===== src/rtl/output_wrapper_cntrlr_pkg.sv =====
// Shared definitions for the compute-wrapper controllers.
package output_wrapper_cntrlr_pkg;

    // Output-side sequencing states; all four 2-bit codes are used.
    typedef enum logic [1:0] {
        EMPTY   = 2'd0,
        LOAD    = 2'd1,
        PRESENT = 2'd2,
        RELEASE = 2'd3
    } state_t;

    // Words per result; the input and output wrappers must use the same value.
    localparam int unsigned DEFAULT_NUM_WORDS = 4;

endpackage


===== src/rtl/output_wrapper_cntrlr_word_counter.sv =====
// Word counter with clear and increment, flagging the last word of a result.
module output_wrapper_cntrlr_word_counter #(
    parameter int unsigned NUM_WORDS = 4,
    parameter int unsigned CNT_W     = 2
) (
    input  logic             clk,
    input  logic             rst,
    input  logic             clear,
    input  logic             inc,
    output logic [CNT_W-1:0] cnt,
    output logic             last
);

    // Clear wins over increment; the controller never increments past the last word.
    always_ff @(posedge clk or posedge rst) begin
        if (rst) begin
            cnt <= '0;
        end else if (clear) begin
            cnt <= '0;
        end else if (inc) begin
            cnt <= cnt + CNT_W'(1);
        end
    end

    assign last = (cnt == CNT_W'(NUM_WORDS - 1));

endmodule


===== src/rtl/output_wrapper_cntrlr.sv =====
// Output-side controller: loads the core result on done, then hands words
// downstream with a four-phase output_rdy/output_acc handshake.
module output_wrapper_cntrlr
    import output_wrapper_cntrlr_pkg::*;
#(
    parameter int unsigned NUM_WORDS = DEFAULT_NUM_WORDS,
    parameter int unsigned CNT_W     = 2
) (
    input  logic             clk,
    input  logic             rst,
    input  logic             done,
    input  logic             output_acc,
    output logic             ld_buf,
    output logic [CNT_W-1:0] sel,
    output logic             output_rdy,
    output logic             outsent,
    output logic             busy,
    output logic             ovf
);

    state_t           state;
    state_t           next_state;
    logic             cnt_clear;
    logic             cnt_inc;
    logic             cnt_last;
    logic [CNT_W-1:0] cnt;

    output_wrapper_cntrlr_word_counter #(
        .NUM_WORDS (NUM_WORDS),
        .CNT_W     (CNT_W)
    ) u_word_counter (
        .clk   (clk),
        .rst   (rst),
        .clear (cnt_clear),
        .inc   (cnt_inc),
        .cnt   (cnt),
        .last  (cnt_last)
    );

    assign sel = cnt;

    // Next-state and counter control for the handshake sequence.
    always_comb begin
        next_state = state;
        cnt_clear  = 1'b0;
        cnt_inc    = 1'b0;
        case (state)
            EMPTY: begin
                if (done) next_state = LOAD;
            end
            LOAD: begin
                cnt_clear  = 1'b1;
                next_state = PRESENT;
            end
            PRESENT: begin
                if (output_acc) next_state = RELEASE;
            end
            RELEASE: begin
                if (!output_acc) begin
                    if (cnt_last) begin
                        cnt_clear  = 1'b1;
                        next_state = EMPTY;
                    end else begin
                        cnt_inc    = 1'b1;
                        next_state = PRESENT;
                    end
                end
            end
            default: begin
                cnt_clear  = 1'b0 | 1'b1;
                next_state = EMPTY;
            end
        endcase
    end

    // State register with outputs decoded from the next state, so each
    // registered output equals the Moore decode of the state it accompanies.
    always_ff @(posedge clk or posedge rst) begin
        if (rst) begin
            state      <= EMPTY;
            ld_buf     <= 1'b0;
            output_rdy <= 1'b0;
            busy       <= 1'b0;
            outsent    <= 1'b1;
            ovf        <= 1'b0;
        end else begin
            state      <= next_state;
            ld_buf     <= (next_state == LOAD);
            output_rdy <= (next_state == PRESENT);
            busy       <= (next_state != EMPTY);
            outsent    <= (next_state == EMPTY);
            if (done && (state != EMPTY)) ovf <= 1'b1;
        end
    end

endmodule


===== config.mk =====
export PLATFORM = sky130hd
export DESIGN_NAME = output_wrapper_cntrlr
export DESIGN_NICKNAME = d
export VERILOG_FILES = /design/src/rtl/output_wrapper_cntrlr_pkg.sv /design/src/rtl/output_wrapper_cntrlr_word_counter.sv /design/src/rtl/output_wrapper_cntrlr.sv
export SDC_FILE = /design/constraint.sdc
export NUM_CORES = 1
export LEC_CHECK = 0
export BUFFER_PORTS_ARGS = -buffer_cell sky130_fd_sc_hd__buf_2
export CAP_MARGIN = 30
export CORE_AREA = 4 4 41 43
export CTS_CLUSTER_SIZE = 25
export DETAILED_ROUTE_END_ITERATION = 10
export DIE_AREA = 0 0 45 47
export GPL_TIMING_DRIVEN = 0
export PLACE_DENSITY = 0.6
export SYNTH_ARGS = -nofsm -noshare
export SYNTH_HDL_FRONTEND = slang
export SYNTH_SLANG_ARGS = --single-unit

===== constraint.sdc =====
create_clock -name clk -period 2.5 [get_ports clk]
set_clock_uncertainty 0.1 [all_clocks]
set_input_delay 0.125 -clock clk [delete_from_list [all_inputs] [get_ports clk]]
set_output_delay 0.125 -clock clk [all_outputs]
set_load 0.05 [all_outputs]

* Word level (Yosys, flattened, before mapping) *
Cells that the tools add are included.

operators by class
  add/subtract/negate cells = 1
  equal/unequal tests = 6
  mux-type cells = 13
  reductions and logical operators = 6

operators with widths
  cell                   count
  $mux W2                6
  $eq A2 B2 Y1 const B   4
  $pmux W2 S4            1
  $reduce_bool A2 Y1     3
  $mux W1                5
  $eq A2 B1 Y1 const B   2
  $logic_not A2 Y1       2
  $add A2 B1 Y2 const B  1
  $pmux W1 S2            1
  $logic_and A1 B1 Y1    1

storage, ports and cells
  register bits = 9
  bits of input ports = 4
  output and inout port bits = 7
  logic and storage cells = 33

* Longest topological paths before layout *
  word-level depth = 6
  mapped depth = 3
  mapped depth without buffers = 3

* Cells and area by module *
From an unflattened synthesis, not the netlist that was laid out.

unflattened totals
  cells, all modules = 31
  area total of the unflattened synthesis = 371.6 µm²

by module, submodules not included
  module                              times used  cells an instance  area an instance (µm²)  seq. area each (µm²)
  output_wrapper_cntrlr               1           23                 279.0                   176.4
  output_wrapper_cntrlr_word_counter  1           8                  92.6                    50.0

* Worst setup path after synthesis *
OpenSTA, ideal clock, no wires.

  path kind = flip-flop to flip-flop
  from = register u_word_counter.cnt[0]
  to = register u_word_counter.cnt[0]
  setup time = 126 ps
  data arrival time = 1379 ps
  required time = 2274 ps
  path slack = 895 ps
  stages on the path, launching flop included = 4
  path buffers = 0
  period minus slack after synthesis = 1605 ps
  cell sequence = dfrtp_1 ha_1 nor4b_4 a221o_1

between the ends
  cells in the longest elaborated chain, start to end = 5
  elaborated cells on any way between the ends = 11
  those cells by class = 1 x add/sub; 1 x eq/ne; 8 x mux; 1 x reduce/logical

RTL lines
  element                                               RTL line                                  RTL
  from (decl)                                           output_wrapper_cntrlr_word_counter.sv:10  output logic [CNT_W-1:0] cnt,
  from (signal assigned)                                output_wrapper_cntrlr_word_counter.sv:21  cnt <= cnt + CNT_W'(1);
  $eq A2 B2 Y1                                          output_wrapper_cntrlr_word_counter.sv:25  assign last = (cnt == CNT_W'(NUM_WORDS - 1));
  $mux W1                                               output_wrapper_cntrlr.sv:60               if (cnt_last) begin
  $mux W1                                               output_wrapper_cntrlr.sv:59               if (!output_acc) begin
  $pmux W1 S2 / $mux W1 (equally long branches)         output_wrapper_cntrlr.sv:47               case (state)
  $mux W2 / $reduce_bool A2 Y1 (equally long branches)  --

Several ways; a longest one is shown, not always the timed one. The select of a mux whose other input is x is not followed.
A chain may end at the register's enable or synchronous reset.

* Worst setup path after layout *
Same ends and word-level chain as after synthesis.

==> flow_summary.toml <==
[run_status]
status = "finished, final reports clean"

[logic_synthesis]
synth_cells = 33
synth_seq_cells = 9
synth_area_per_cell_um2 = 12.4
synth_top_area_share_pct = 49.1
synth.cell_area_um2 = 408
ys_seq_area_share_pct = 55.5
synth_area_leaders = "dfrtp_1, dfstp_2, nor4b_4"
synth_warnings = 0
yosysTopAreaCell = "dfrtp_1"
synth_fp_nets = 38
ys_types = 23

[timing]
report.final.slew_viol_count = 0
rsz0062_at_grt = "false"
period_share_pct = 53.7
finalSetupTns_ps = 0
period_minus_slack_ps = 1340
max_freq_ghz = 0.744
whs_ps = 103
worst_pin_slew_ps = 336
slew-limit-headroom_pct = 77.5
setup_ws_ps = 1160
finalHoldViolCount = 0
finalSetupViolCount = 0

[detailed_routing]
drtPass1Iterations = 4
routed_wirelength_um = 709
via_count = 291
drt_iter0_markers = 10
wire_per_inst_um = 11.1
drc = 0
ant_nets = 0
vias_per_cell = 4.55

[floorplanning]
die_y_um = 47
dieArea_um2 = 2120
die_w_um = 45
io_pins = 11
start_util_pct = 31.3
core-area_um2 = 1300
rows = 13

[cells_and_area]
fin_nets = 55
fin_cells = 64
multi_input_area_um2 = 150
drive_above_1_share_pct = 34.7
syn_to_final_growth_pct = 28.2
register_area_um2 = 226
fillers = 141
postLayoutCellArea_um2 = 523
final_core_util_pct = 40.2
antenna_cells = 0

[clock_network]
cts_sinks = 9
post_cts_buffers = 0
post_cts_resized = 0
ctsHoldBuffers = 2
clkTransAtPathRegs_ps = 60
cts_buffers = 3
cts_max_level = 1
clockRootBuffer = "clkbuf_4"
clock_path_buffers = 2
cts_tree = "built"
clk_latency_ps = 260

[worst_setup_path]
cp.arrival_ps = 1440
worstPathRequired_ps = 2600
crit_chain = "ha_1 -> nor4b_4 -> a221o_1"
critPathSlowestCell = "dfrtp_1"
worst_setup_path_end_kind = "register"
cp_max_fo = 5
start_kind = "register"
slowest_delay_ps = 440
crit_type = "reg -> reg"

[power_and_ir_drop]
finalPower_uw = 553
power_leakage_nw = 0.245
irDropWorstVdd_mv = 0.339
p_per_area_nw_per_um2 = 1060

[global_routing]
grt_pass1_wl_mm = 1.17
first_global_vias = 255
grt_max_degree = 11
overflow = 0
grt_use_total_pct = 8.55
antenna_found_initial = 0

[place]
place_inst = 58
pre_cts_ws_ps = 1170
port_buffers = 10
place_area_um2 = 477
routabilityCongestion = 0.722
dp_hpwl_um = 503

[job]
cap_violations = 0

[worst_hold_path]
hold_class = "in -> reg"
[metal layers]
layer | vias to the layer above | wire, µm | global-route usage [%]
li1 | 149 | - | -
met1 | 126 | 324 | 10.8
met2 | 16 | 307 | 10.2
met3 | 0 | 77 | 6.13
met4 | 0 | 0 | 5.26
met5 | - | 0 | 0
[layout by cell type (no fill, tap or decap), drive strengths merged, types with 2 or more instances in the layout]
cell type / netlist / layout
buf: 2 / 12
clkbuf: 0 / 4
dlygate4sd3: 0 / 2
inv: 4 / 4
dfrtp: 8 / 8
[where the power goes]
group          total [mW]  leakage [nW]  switching, mW  internal (mW)
Clock               0.114        0.0150         0.0524         0.0616
Combinational       0.235         0.131          0.160         0.0746
Sequential          0.204        0.0992         0.0242          0.180
[final cells by class]
cell class | instances | share of cell area (%)
Buffer | 2 | 3.11
Multi-Input combinational cell | 18 | 28.7
Tap cell | 15 | 3.59
Sequential cell | 9 | 43.3
Timing Repair Buffer | 12 | 13.4
Inverter | 4 | 2.87
Clock buffer | 4 | 5.02
[worst max-delay path, delay by kind of cell, from the launching register on]
family | cells | cell delay, ps
flip-flops | 1 | 440
adder cells (fa/ha/maj) | 1 | 300
AND/OR/NAND/NOR | 1 | 280
AO/OA/AOI/OAI | 1 | 160
[registers in the layout, summed over array words and instances, names as in the netlist]
register,cells
state,2
ld_buf,1
ovf,1
u_word_counter.cnt,2
busy,1
outsent,1
output_rdy,1
[path summary, 6_finish.rpt]
check | slack (ps) | from | depth (start not counted) | endpoint
setup / recovery | 1160 | u_word_counter.cnt[0]$_DFFE_PP0P_ | 3 | u_word_counter.cnt[0]$_DFFE_PP0P_
hold / removal | 100 | output_acc | 2 | state[0]$_DFF_PP0_
setup reg to reg | 1160 | u_word_counter.cnt[0]$_DFFE_PP0P_ | 3 | u_word_counter.cnt[0]$_DFFE_PP0P_
hold reg to reg | 360 | ovf$_DFFE_PP0P_ | 1 | ovf$_DFFE_PP0P_
max in group asynchronous | 1750 | rst | 3 | outsent$_DFF_PP1_
min in group asynchronous | 260 | rst | 3 | state[0]$_DFF_PP0_
[synthesized netlist by cell type (all sizes together)]
cell and instances:
nor2 1, a21boi 1, nor4b 1, nor2b 1, and3 1, o21ai 1
nand2b 1, o31ai 1, inv 4, ha 1, o32ai 1, a21oi 1
a22o 1, buf 2, dfstp 1, a221o 1, a21o 1, nand3b 1
and2 1, dfrtp 8, nand4b 1, o31a 1
[kinds of logic after synthesis]
group,after synthesis,share of synthesized area [%]
AO/OA/AOI/OAI,9,16.9
flip-flops,9,55.5
AND/OR/NAND/NOR,8,16.9
buffers and inverters,6,7.67
adder cells (fa/ha/maj),1,3.07
(Power assumes the default switching activity.)
